$ cat config.mk
export PLATFORM = sky130hd
export DESIGN_NAME = timer_countdown_core
export DESIGN_NICKNAME = d
export VERILOG_FILES = /design/src/rtl/timer_pkg.sv /design/src/rtl/bcd_digit.sv /design/src/rtl/timer_countdown_core.sv
export SDC_FILE = /design/constraint.sdc
export NUM_CORES = 1
export LEC_CHECK = 0
export BUFFER_PORTS_ARGS = -buffer_cell sky130_fd_sc_hd__buf_2
export CAP_MARGIN = 10
export CORE_ASPECT_RATIO = 1.4
export CORE_MARGIN = 2
export CORE_UTILIZATION = 40
export DETAILED_ROUTE_END_ITERATION = 8
export PLACE_DENSITY_LB_ADDON = 0.25
export SYNTH_ARGS = -nofsm -noshare
export SYNTH_HDL_FRONTEND = slang
export SYNTH_HIERARCHICAL = 1
export SYNTH_SLANG_ARGS = --single-unit
$ cat constraint.sdc
create_clock -name clk -period 2.5 [get_ports clk]
set_clock_uncertainty 0.05 [all_clocks]
set_input_delay 0.5 -clock clk [delete_from_list [all_inputs] [get_ports clk]]
set_output_delay 0.5 -clock clk [all_outputs]
set_load 0.05 [all_outputs]
$ cat src/rtl/timer_pkg.sv
// Shared definitions for the kitchen-timer countdown engine.
// Holds the FSM state encoding, the BCD digit width and the per-digit
// maximum values used by the mm:ss digit cascade.
package timer_pkg;

  localparam int BCD_W        = 4;
  localparam int SEC_TENS_MAX = 5;
  localparam int DIGIT_MAX    = 9;

  typedef enum logic [1:0] {
    ST_SET    = 2'd0,
    ST_RUN    = 2'd1,
    ST_PAUSED = 2'd2,
    ST_DONE   = 2'd3
  } state_t;

endpackage

$ cat src/rtl/bcd_digit.sv
// One registered BCD digit counting 0..MAX.
// Ports:
//   clk, reset : clock and asynchronous active-high reset (digit -> 0)
//   clr        : synchronous clear to 0, wins over inc/dec
//   inc / dec  : increment / decrement enables, wrapping at MAX / 0
//   q          : current digit value
//   co / bo    : carry / borrow out, asserted in the cycle the digit wraps
module bcd_digit
  import timer_pkg::*;
#(
  parameter int MAX = DIGIT_MAX
) (
  input  logic             clk,
  input  logic             reset,
  input  logic             clr,
  input  logic             inc,
  input  logic             dec,
  output logic [BCD_W-1:0] q,
  output logic             co,
  output logic             bo
);

  localparam logic [BCD_W-1:0] QMAX = BCD_W'(MAX);

  assign co = inc && (q == QMAX);
  assign bo = dec && (q == '0);

  always_ff @(posedge clk or posedge reset) begin
    if (reset) begin
      q <= '0;
    end else if (clr) begin
      q <= '0;
    end else if (inc) begin
      q <= (q == QMAX) ? '0 : q + BCD_W'(1);
    end else if (dec) begin
      q <= (q == '0) ? QMAX : q - BCD_W'(1);
    end
  end

endmodule

$ cat src/rtl/timer_countdown_core.sv
// BCD mm:ss countdown engine for the kitchen timer.
// Ports:
//   clk, reset          : clock, asynchronous active-high reset
//   tick                : 1 Hz single-cycle enable
//   start_p, pause_p,
//   min_p, sec_p        : single-cycle debounced button pulses
//   bcd3..bcd0          : minutes tens/ones, seconds tens/ones (registered)
//   running, done       : status flags for RUN / DONE (registered)
//   alarm               : blink output, 1 on DONE entry, toggles per tick
module timer_countdown_core
  import timer_pkg::*;
#(
  parameter int MAX_MIN     = 99,
  parameter int ALARM_TICKS = 10
) (
  input  logic             clk,
  input  logic             reset,
  input  logic             tick,
  input  logic             start_p,
  input  logic             pause_p,
  input  logic             min_p,
  input  logic             sec_p,
  output logic [BCD_W-1:0] bcd3,
  output logic [BCD_W-1:0] bcd2,
  output logic [BCD_W-1:0] bcd1,
  output logic [BCD_W-1:0] bcd0,
  output logic             running,
  output logic             done,
  output logic             alarm
);

  localparam int CNT_W = (ALARM_TICKS > 0) ? $clog2(ALARM_TICKS + 1) : 1;

  state_t           state_q, state_n;
  logic [CNT_W-1:0] alarm_cnt;

  logic s0_co, s0_bo, s1_bo, m0_co, m0_bo;
  logic unused_s1_co, unused_m1_co, unused_m1_bo;

  logic set_edit, sec_inc, min_inc, cnt_dn, mm_at_max, min_wrap;
  logic is_zero, is_one, any_btn, alarm_expire;

  // Edits only apply in SET, and a start press in the same cycle masks them.
  assign set_edit  = (state_q == ST_SET) && !start_p;
  assign sec_inc   = set_edit && sec_p;
  assign min_inc   = set_edit && min_p;
  assign cnt_dn    = (state_q == ST_RUN) && tick;
  assign mm_at_max = (bcd3 == BCD_W'(MAX_MIN / 10)) && (bcd2 == BCD_W'(MAX_MIN % 10));
  assign min_wrap  = min_inc && mm_at_max;

  assign is_zero = (bcd3 == '0) && (bcd2 == '0) && (bcd1 == '0) && (bcd0 == '0);
  assign is_one  = (bcd3 == '0) && (bcd2 == '0) && (bcd1 == '0) && (bcd0 == BCD_W'(1));
  assign any_btn = start_p || pause_p || min_p || sec_p;
  assign alarm_expire = (ALARM_TICKS != 0) && (alarm_cnt == CNT_W'(ALARM_TICKS - 1));

  // Seconds: the tens-digit carry is dropped so 59 -> 00 never touches minutes.
  // Borrows always ripple, because RUN can never sit at 00:00.
  bcd_digit #(.MAX(DIGIT_MAX)) u_s0 (
    .clk(clk), .reset(reset), .clr(1'b0), .inc(sec_inc), .dec(cnt_dn),
    .q(bcd0), .co(s0_co), .bo(s0_bo)
  );
  bcd_digit #(.MAX(SEC_TENS_MAX)) u_s1 (
    .clk(clk), .reset(reset), .clr(1'b0), .inc(s0_co), .dec(s0_bo),
    .q(bcd1), .co(unused_s1_co), .bo(s1_bo)
  );
  // Minutes: MAX_MIN may not end in 99, so the pair is cleared explicitly.
  bcd_digit #(.MAX(DIGIT_MAX)) u_m0 (
    .clk(clk), .reset(reset), .clr(min_wrap), .inc(min_inc), .dec(s1_bo),
    .q(bcd2), .co(m0_co), .bo(m0_bo)
  );
  bcd_digit #(.MAX(DIGIT_MAX)) u_m1 (
    .clk(clk), .reset(reset), .clr(min_wrap), .inc(m0_co), .dec(m0_bo),
    .q(bcd3), .co(unused_m1_co), .bo(unused_m1_bo)
  );

  always_comb begin
    state_n = state_q;
    case (state_q)
      ST_SET:    if (start_p && !is_zero) state_n = ST_RUN;
      ST_RUN: begin
        // Reaching 00:00 wins over a simultaneous pause press.
        if (tick && is_one)  state_n = ST_DONE;
        else if (pause_p)    state_n = ST_PAUSED;
      end
      ST_PAUSED: if (start_p || pause_p) state_n = ST_RUN;
      ST_DONE: begin
        if (any_btn)                   state_n = ST_SET;
        else if (tick && alarm_expire) state_n = ST_SET;
      end
      default:   state_n = ST_SET;
    endcase
  end

  always_ff @(posedge clk or posedge reset) begin
    if (reset) begin
      state_q   <= ST_SET;
      running   <= 1'b0;
      done      <= 1'b0;
      alarm     <= 1'b0;
      alarm_cnt <= '0;
    end else begin
      state_q <= state_n;
      running <= (state_n == ST_RUN);
      done    <= (state_n == ST_DONE);
      if (state_n == ST_DONE) begin
        if (state_q != ST_DONE) begin
          alarm     <= 1'b1;
          alarm_cnt <= '0;
        end else if (tick) begin
          alarm     <= ~alarm;
          alarm_cnt <= alarm_cnt + CNT_W'(1);
        end
      end else begin
        alarm     <= 1'b0;
        alarm_cnt <= '0;
      end
    end
  end

endmodule
=== Word level (Yosys, flattened, before mapping) ===
Cells that the tools add are included.
W data, S select, Z words.

* Flip-flop bits (word level): 25
* Input port bits: 7
* Output and inout port bits: 19
* Logic and storage cells: 95

* Add/sub/neg operators: 9
* Equal/unequal tests: 13
* Muxes and demuxes: 31
* Bitwise gates (word level): 1
* Reductions and logical operators: 32

{| class="wikitable"
|+ Operator list
! cell !! number
|-
| $mux W4 || 21
|-
| $add A4 B1 Y4 const B || 5
|-
| $logic_and A1 B1 Y1 || 18
|-
| $eq A4 B4 Y1 const B || 4
|-
| $logic_not A4 Y1 || 4
|-
| $sub A4 B1 Y4 const B || 4
|-
| $mux W2 || 6
|-
| $pmux W2 S4 || 1
|-
| $eq A2 B2 Y1 const B || 3
|-
| $reduce_bool A3 Y1 || 2
|-
| $eq A2 B1 Y1 const B || 2
|-
| $eq A4 B1 Y1 const B || 1
|-
| $eq A4 B3 Y1 const B || 1
|-
| $reduce_bool A2 Y1 || 2
|-
| $logic_or A1 B1 Y1 || 3
|-
| $mux W1 || 3
|-
| $ne A3 B2 Y1 const B || 1
|-
| $logic_not A1 Y1 || 2
|-
| $logic_not A2 Y1 || 1
|-
| $ne A2 B2 Y1 const B || 1
|-
| $not A1 Y1 || 1
|}

=== Logic depth before layout (Yosys ltp) ===
Gate-level depths: netlist (run 1).

* Depth after elaboration: 10
* Depth in mapped cells: 9
* Depth with buffers taken out: 9

=== Modules after synthesis ===
The synthesis (run 1) kept the hierarchy.

{| class="wikitable"
|+ Modules (own cells, without submodules)
! module !! instances !! cells an instance !! area an instance (um2) !! seq. area each (um2)
|-
| bcd_digit (u_m0 ...) || 3 || 46 || 416.6 || 100.1
|-
| timer_countdown_core || 1 || 64 || 573.0 || 225.2
|-
| bcd_digit (u_s1) || 1 || 35 || 334.1 || 100.1
|}

=== Worst setup path before layout (run 1) ===
OpenSTA, ideal clock, no wires.

* Path kind: reg2reg
* Start point: register u_s0.q[1]
* End point: register u_s1.q[3]
* Setup time: 82 ps
* Data arrival time: 2415 ps
* Required time: 2368 ps
* Path slack: -47 ps
* Cell stages (with the launch flop): 8
* Buffers on the path: 1
* Clock period less this slack: 2547 ps
* Path through: dfrtp_1 inv_1 ha_1 and4b_4 buf_6 or4b_4 or4_1 a31oi_1

* Longest elaborated chain between the ends: 3
* Elaborated cells on any way between the ends: 6
* Classes of those cells: eq/ne (1); mux (1); reduce/logical (4)

{| class="wikitable"
|+ RTL lines
! item !! RTL line !! RTL
|-
| from (decl) || bcd_digit.sv:18 || <nowiki>output logic [BCD_W-1:0] q,</nowiki>
|-
| from (signal assigned) || bcd_digit.sv:34 || <nowiki>q <= (q == QMAX) ? '0 : q + BCD_W'(1);</nowiki>
|-
| from (signal assigned) || bcd_digit.sv:36 || <nowiki>q <= (q == '0) ? QMAX : q - BCD_W'(1);</nowiki>
|-
| $eq A4 B4 Y1 (*) || bcd_digit.sv:25 || <nowiki>assign co = inc && (q == QMAX);</nowiki>
|-
| $logic_and A1 B1 Y1 (*) || bcd_digit.sv:25 ||
|-
| via s0_co || timer_countdown_core.sv:37 || <nowiki>logic s0_co, s0_bo, s1_bo, m0_co, m0_bo;</nowiki>
|-
| $mux W4 or $reduce_bool A2 Y1 (tied branches) || -- ||
|-
| to (signal assigned) || bcd_digit.sv:34 ||
|-
| to (signal assigned) || bcd_digit.sv:36 ||
|-
| to (decl) || bcd_digit.sv:18 ||
|}

Mark *: on every way through the listed nets, which the timed path passes. The rest lies on a longest branch.
A chain may end at the register's enable or synchronous reset.

=== Final worst setup path (run 1) ===
* Start point: register u_s0.q[1]
* End point: register u_s1.q[3]

* Longest elaborated chain between the ends: 3
* Elaborated cells on any way between the ends: 6
* Classes of those cells: eq/ne (1); mux (1); reduce/logical (4)

{| class="wikitable"
|+ RTL lines
! item !! RTL line !! RTL
|-
| $logic_not A4 Y1 || bcd_digit.sv:26 || <nowiki>assign bo = dec && (q == '0);</nowiki>
|-
| $logic_and A1 B1 Y1 || bcd_digit.sv:26 ||
|-
| via s0_bo || timer_countdown_core.sv:37 ||
|-
| $reduce_bool A2 Y1 (no source line) || -- ||
|}

The timed path passes the listed nets, and every way through them passes these cells.

==> impl_metrics.ini, run 1 <==
[cells_and_area]
layout_common_cells = buf_2 (25), nor2_1 (24), dfrtp_1 (23), inv_1 (22), buf_4 (18)
drive_above_1_share = 0.244
n_fill_cell = 543
final_common_cell = buf_2
syn_to_final_growth_pct = 15.9
nNetsFinal = 308
seq_area_sq_um = 628
multi_input_area_sq_mm = 0.00139
utilization = 0.480
n_antenna_cell = 0

[critical_path]
crit_type = flop to flop
end_kind = flop
slowest_delay_ns = 0.47
cp.arrival_ns = 2.45
crit_fanout = 4
critPathLaunchType = flop
crit_chain = inv_1 > ha_1 > nor3b_2 > and2_1 > or4b_4 > or4_1 > a31oi_1
required_ns = 2.65
critPathSlowestCell = or4b_4

[run_status]
outcome = completed

[global_routing]
grt_pass1_vias = 1794
grt.total_usage = 0.170
antenna_found_initial = 0
grt_pass1_wl_mm = 8.24
gr-total-overflow = 0
grt_max_degree = 15

[drt]
dr.pass1.iters = 5
wirelength_mm = 4.81
drt_iter0_markers = 82
antenna_left = 0
routedWlPerCell_um = 13.8
num_vias = 1883
viasPerCell = 5.40
detail_route.drc_violations = 0

[sta]
setup_viol = 0
fmax_mhz = 434
period_needed_ns = 2.30
period_share = 0.921
fin_tns_setup_ns = 0
maxSlewViolCount = 0
hold_ws_ns = 0.103
rsz0062_at_grt = false
hold_viol = 0

[clocking]
worstSkewPairLatency_ns = 0.27
cts_tree = built
cts-htree-levels = 1
cts-hold-fix-buffers = 0
numClockSinks = 25
clockBufferDepth = 2
numCtsBuffers = 3
clockRootBuffer = clkbuf_8
clk_pin_slew_ns = 0.09

[power_and_ir_drop]
irDropWorstVdd_mv = 0.512
pwr_density_cell_mw_per_mm2 = 1100
total_power_mw = 2.74
leakagePower_nw = 1.13

[synth]
synth_area_per_cell_sq_um = 9.11
yosysWarnings = 6
synth_cells = 236
syn_area_sq_mm = 0.00215

[floorplanning]
die-height_um = 90.8
io_pins = 26
start_util = 0.414
die_w_um = 66.0
rows = 31
core_sq_mm = 0.00520
dieArea_sq_mm = 0.00599

[place]
io_buffers = 25
gp_congestion = 0.819
place_hpwl_mm = 3.71

[job]
drv_cap = 0

[min_path]
hp-class = input pin to async pin
## report_power, final
part	total, mW	switching (mW)	internal, mW
clock	0.240	0.129	0.112
sequential	0.705	0.169	0.535
combinational	1.80	1.12	0.682
## path summary, 6_finish.rpt
| check | startpoint | endpoint | slack (ns) | cells after the start |
|---|---|---|---|---|
| setup / recovery | u_s0/q[1]$_DFFE_PP0P_ | u_s1/q[3]$_DFFE_PP0P_ | 0.20 | 7 |
| min in group clk | alarm_cnt[3]$_DFFE_PP0P_ | alarm_cnt[3]$_DFFE_PP0P_ | 0.49 | 2 |
| hold / removal | reset | u_m0/q[1]$_DFFE_PP0P_ | 0.10 | 2 |
| hold reg to reg | alarm_cnt[3]$_DFFE_PP0P_ | alarm_cnt[3]$_DFFE_PP0P_ | 0.49 | 2 |
| setup reg to reg | u_s0/q[1]$_DFFE_PP0P_ | u_s1/q[3]$_DFFE_PP0P_ | 0.20 | 7 |
| max in group asynchronous | reset | alarm_cnt[1]$_DFFE_PP0P_ | 1.97 | 2 |
## critical path: cells and delay by family, from the launching register on
family | cells | cell delay [ns]
AO/OA/AOI/OAI | 1 | 0.17
adder cells (fa/ha/maj) | 1 | 0.22
buffers and inverters | 1 | 0.10
flip-flops | 1 | 0.41
AND/OR/NAND/NOR | 4 | 1.29
## sequential cells by signal, summed over array words and instances (netlist names)
| signal | count |
|---|---|
| alarm_cnt | 4 |
| u_m0/q | 4 |
| u_m1/q | 4 |
| u_s0/q | 4 |
| u_s1/q | 4 |
| state_q | 2 |
| alarm | 1 |
| done | 1 |
| running | 1 |
## per-stage QoR
stage | area [sq um] | worst slack, ns | instances
final | 2490 | 0.198 | 349
after global routing | 2490 | 0.00861 | 349
after CTS | 2490 | 0.174 | 349
after detailed placement | 2440 | 0.146 | 345
after global placement | 2440 | 0.199 | 345
after floorplan | 2190 | 0.0300 | 246
## layer usage
layer / GRT usage / part of all wire / vias to the layer above
li1: - / - / 950
met1: 0.208 / 0.42 / 895
met2: 0.311 / 0.54 / 33
met3: 0.00499 / 0.026 / 5
met4: 0.0544 / 0.012 / 0
met5: 0 / 0 / -
## cell type report
class | count | area share
Multi-Input combinational cell | 188 | 0.557
Timing Repair Buffer | 43 | 0.104
Sequential cell | 25 | 0.252
Clock inverter | 1 | 0.00201
Inverter | 23 | 0.0351
Clock buffer | 3 | 0.0166
Tap cell | 66 | 0.0331
## what timing repair did
item	4_1_cts	5_1_grt
buffers inserted	0	0
endpoints found under the setup margin	0	4
gates resized for setup	0	1
No activity file was read; power rests on OpenSTA's default activity.
==> inputs of run 2 (changes only) <==
--- a/config.mk
+++ b/config.mk
@@ -10,7 +10,9 @@
 export CORE_ASPECT_RATIO = 1.4
 export CORE_MARGIN = 2
 export CORE_UTILIZATION = 40
+export CTS_CLUSTER_SIZE = 20
 export DETAILED_ROUTE_END_ITERATION = 8
+export MAX_ROUTING_LAYER = met4
 export PLACE_DENSITY_LB_ADDON = 0.25
 export SYNTH_ARGS = -nofsm -noshare
 export SYNTH_HDL_FRONTEND = slang
==> impl_metrics.ini, run 2 (synthesized netlist as in run 1, its figures left out) <==
[run_status]
outcome = completed

[power_and_ir_drop]
p_seq_frac = 0.257
clkPwrFrac = 0.088
irDropWorstVdd_mv = 0.512
total_power_mw = 2.74
pwr-share-comb = 0.655
p_sw_mw = 1.41
switching_share = 0.515
p_int_mw = 1.33
pwr_density_cell_mw_per_mm2 = 1100
leakagePower_nw = 1.13

[critical_path]
required_ns = 2.65
crit_fanout = 4
slowest_delay_ns = 0.47
cp.arrival_ns = 2.44
crit_type = flop to flop
critPathSlowestCell = or4b_4
crit_chain = inv_1 > ha_1 > nor3b_2 > and2_1 > or4b_4 > or4_1 > a31oi_1
critPathLaunchType = flop
end_kind = flop

[floorplanning]
start_util = 0.414
die-height_um = 90.8
rows = 31
core_sq_mm = 0.00520
dieArea_sq_mm = 0.00599
io_pins = 26
die_w_um = 66.0

[sta]
rsz0062_at_grt = false
period_share = 0.919
period_needed_ns = 2.30
hold_viol = 0
setup_viol = 0
fin_tns_setup_ns = 0
fmax_mhz = 435
maxSlewViolCount = 0

[cells_and_area]
n_antenna_cell = 0
syn_to_final_growth_pct = 15.9
final_common_cell = buf_2
layout_common_cells = buf_2 (25), nor2_1 (24), dfrtp_1 (23), inv_1 (22), buf_4 (18)
nNetsFinal = 308
drive_above_1_share = 0.244

[global_routing]
gr-total-overflow = 0
antenna_found_initial = 0
grt.total_usage = 0.175
grt_pass1_wl_mm = 8.26
grt_pass1_vias = 1795
grt_max_degree = 15

[place]
io_buffers = 25
gp_congestion = 0.832
place_hpwl_mm = 3.71

[clocking]
cts_setup_buffers = 0
worstSkewPairLatency_ns = 0.27
cts-hold-fix-buffers = 0
clk_pin_slew_ns = 0.09
cts-htree-levels = 1
clockRootBuffer = clkbuf_8
clockBufferDepth = 2
cts_resized = 0
numCtsBuffers = 3
numClockSinks = 25
cts_tree = built

[drt]
num_vias = 1892
antenna_left = 0
routedWlPerCell_um = 13.8
dr.pass1.iters = 4
viasPerCell = 5.42
detail_route.drc_violations = 0
wirelength_mm = 4.80
drt_iter0_markers = 86

[min_path]
hp-class = input pin to async pin

[job]
drv_cap = 0
[run 2: area by class of cell]
| type | count | area, sq um |
|---|---|---|
| Clock inverter | 1 | 5.00 |
| Tap cell | 66 | 82.6 |
| Sequential cell | 25 | 628 |
| Multi-Input combinational cell | 188 | 1390 |
| Inverter | 23 | 87.6 |
| Timing Repair Buffer | 43 | 260 |
| Clock buffer | 3 | 41.3 |
| Fill cell | 543 | 2710 |
[run 2: worst paths after layout]
| kind | end | depth (start not counted) | from | slack [ns] |
|---|---|---|---|---|
| hold reg to reg | alarm_cnt[3]$_DFFE_PP0P_ | 2 | alarm_cnt[3]$_DFFE_PP0P_ | 0.49 |
| hold / removal | u_m0/q[1]$_DFFE_PP0P_ | 2 | reset | 0.10 |
| setup reg to reg | u_s1/q[3]$_DFFE_PP0P_ | 7 | u_s0/q[1]$_DFFE_PP0P_ | 0.20 |
| setup / recovery | u_s1/q[3]$_DFFE_PP0P_ | 7 | u_s0/q[1]$_DFFE_PP0P_ | 0.20 |
| min in group clk | alarm_cnt[3]$_DFFE_PP0P_ | 2 | alarm_cnt[3]$_DFFE_PP0P_ | 0.49 |
| max in group asynchronous | alarm_cnt[1]$_DFFE_PP0P_ | 2 | reset | 1.98 |
[run 2: critical path: cells and delay by family, from the launching register on]
kind / cells / cell delay (ns)
adders and majority gates: 1 / 0.22
AOI/OAI and AO/OA: 1 / 0.17
buffers and inverters: 1 / 0.10
and+or+nand+nor: 4 / 1.29
DFF: 1 / 0.41
[run 2: metrics by stage]
stage	std cells	hold WS [ns]	area, sq um	utilization	setup slack (ns)
after global placement	345	0.401	2440	0.470	0.199
after global routing	349	0.101	2490	0.480	0.00861
final	349	0.104	2490	0.480	0.202
after floorplan	246	0.216	2190	-	0.0300
after detailed placement	345	0.402	2440	0.470	0.146
after CTS	349	0.106	2490	0.479	0.174
[run 2: power by group through the flow]
stage | clock, mW | combinational [mW] | sequential (mW)
after floorplan | 0 | 0.926 | 1.12
after global placement | 0 | 1.79 | 0.709
after detailed placement | 0 | 1.79 | 0.711
after CTS | 0.248 | 1.80 | 0.703
after global routing | 0.270 | 1.98 | 0.734
final | 0.242 | 1.80 | 0.705
[run 2: metal layers]
metal  GRT usage  vias up  share of wire
met3     0.00499        5          0.026
met1       0.209      891           0.42
met5           -        -              0
met4      0.0544        0          0.012
met2       0.311       43           0.54
li1            -      953              -
==> inputs of run 3 (changes only) <==
--- a/config.mk
+++ b/config.mk
@@ -9,7 +9,7 @@
 export CAP_MARGIN = 10
 export CORE_ASPECT_RATIO = 1.4
 export CORE_MARGIN = 2
-export CORE_UTILIZATION = 40
+export CORE_UTILIZATION = 50
 export CTS_CLUSTER_SIZE = 20
 export DETAILED_ROUTE_END_ITERATION = 8
 export MAX_ROUTING_LAYER = met4
==> constraint.sdc (replaced) <==
create_clock -name clk -period 2.5 [get_ports clk]
set_clock_uncertainty 0.05 [all_clocks]
set_input_delay 0.125 -clock clk [delete_from_list [all_inputs] [get_ports clk]]
set_output_delay 0.125 -clock clk [all_outputs]
set_load 0.05 [all_outputs]
==> impl_metrics.ini, run 3 (synthesized netlist as in run 1, its figures left out) <==
[critical_path]
end_kind = flop
crit_end = u_m1/q[3]$_DFFE_PP0P_
crit_chain = inv_1 > ha_1 > nor3b_1 > and2_1 > and2_1 > nand2b_1 > a211o_2 > o211ai_1
required_ns = 2.65
path_delay_family = simple AND/OR/NAND/NOR gates
critPathSlowestCell = dfrtp_1
r2r_end = u_m1/q[3]$_DFFE_PP0P_
cp_common_cell = and2_1
cp.arrival_ns = 2.45
r2r_cells = 8
critical_path_buf_inv_count = 1
critPathLaunchType = flop
crit_fanout = 4
cp.depth = 8
slowest_delay_ns = 0.40
ff2ff_setup_slack_ns = 0.20
reg2reg_from = u_s1/q[1]$_DFFE_PP0P_
cp-startpoint = u_s1/q[1]$_DFFE_PP0P_
crit_type = flop to flop

[sta]
hold_ws_ns = 0.118
finalWorstSetupSlack_ns = 0.197
fmax_mhz = 434
setup_viol = 0
fin_tns_setup_ns = 0
period_needed_ns = 2.30
rsz0062_at_grt = false
period_share = 0.921
hold_viol = 0
maxSlewViolCount = 0

[place]
gp_congestion = 0.875
postPlaceCellArea_sq_mm = 0.00238
io_buffers = 25
dp_cells = 319
place_hpwl_mm = 3.65
place_ws_ns = 0.149

[run_status]
outcome = completed

[drt]
drt_iter0_markers = 90
routedWlPerCell_um = 14.9
antenna_left = 0
num_vias = 1910
wirelength_mm = 4.82
dr.pass1.iters = 4
viasPerCell = 5.90
detail_route.drc_violations = 0

[floorplanning]
start_util = 0.516
dieArea_sq_mm = 0.00485
die_w_um = 59.4
io_pins = 26
core_sq_mm = 0.00417
die-height_um = 81.6
rows = 28

[global_routing]
antenna_found_initial = 0
grt_pass1_vias = 1735
grt.total_usage = 0.209
gr-total-overflow = 0
grt_pass1_wl_mm = 7.79
grt_max_degree = 16

[cells_and_area]
final_common_cell = buf_2
stdcell_count = 324
n_antenna_cell = 0
nNetsFinal = 304
drive_above_1_share = 0.229
syn_to_final_growth_pct = 13.5
layout_common_cells = buf_2 (25), nor2_1 (24), dfrtp_1 (23), inv_1 (22), ha_1 (17)
utilization = 0.586
final_area_sq_mm = 0.00244

[clocking]
numCtsBuffers = 3
cts_setup_buffers = 0
cts_tree = built
cts-htree-levels = 1
clockRootBuffer = clkbuf_8
clk_pin_slew_ns = 0.09
clockBufferDepth = 2
worstSkewPairLatency_ns = 0.28
numClockSinks = 25

[power_and_ir_drop]
total_power_mw = 2.72
leakagePower_nw = 1.10
pwr_density_cell_mw_per_mm2 = 1110
irDropWorstVdd_mv = 0.562

[job]
drv_cap = 0

[min_path]
hp-class = input pin to flop
==> run 3: cell types whose count changed in the layout (fill, tap and decap cells not counted), sizes merged <==
cell,previous run,this run
buf,43,38
clkinv,1,0
clkinvlp,1,2
dlygate4sd3,0,1
==> run 3: area by class of cell <==
type | count | area, sq um
clock inverters | 1 | 7.51
well taps | 45 | 56.3
repair buffers | 39 | 233
fillers | 390 | 1730
flip-flops and latches | 25 | 628
inverters | 23 | 87.6
clock buffers | 3 | 41.3
multi-input cells | 188 | 1390
==> run 3: worst min-delay path by stage <==
stage,startpoint,endpoint,depth (start not counted)
floorplan,reset,u_s0/q[2]$_DFFE_PP0P_,1
global placement,reset,u_m1/q[1]$_DFFE_PP0P_,2
detailed placement,reset,u_m1/q[1]$_DFFE_PP0P_,2
CTS,tick,alarm_cnt[1]$_DFFE_PP0P_,2
global route,tick,alarm_cnt[1]$_DFFE_PP0P_,2
finish,tick,alarm_cnt[1]$_DFFE_PP0P_,2
==> run 3: power breakdown <==
| part | total [mW] | switching [mW] | internal [mW] |
|---|---|---|---|
| clock network | 0.252 | 0.139 | 0.113 |
| registers | 0.742 | 0.207 | 0.534 |
| logic | 1.73 | 1.08 | 0.649 |
==> run 3: layer usage <==
metal  wire length [um]  GRT usage
met4                 97     0.0727
met2               2610      0.380
met3                 91     0.0157
met1               2020      0.236
met5                  0          -
==> run 3: timing repair <==
| item | in CTS | in global routing |
|---|---|---|
| hold buffers | 1 | 0 |
| gates resized for setup | 0 | 1 |
| hold endpoints to repair | 25 | 0 |
| setup endpoints to repair | 0 | 1 |
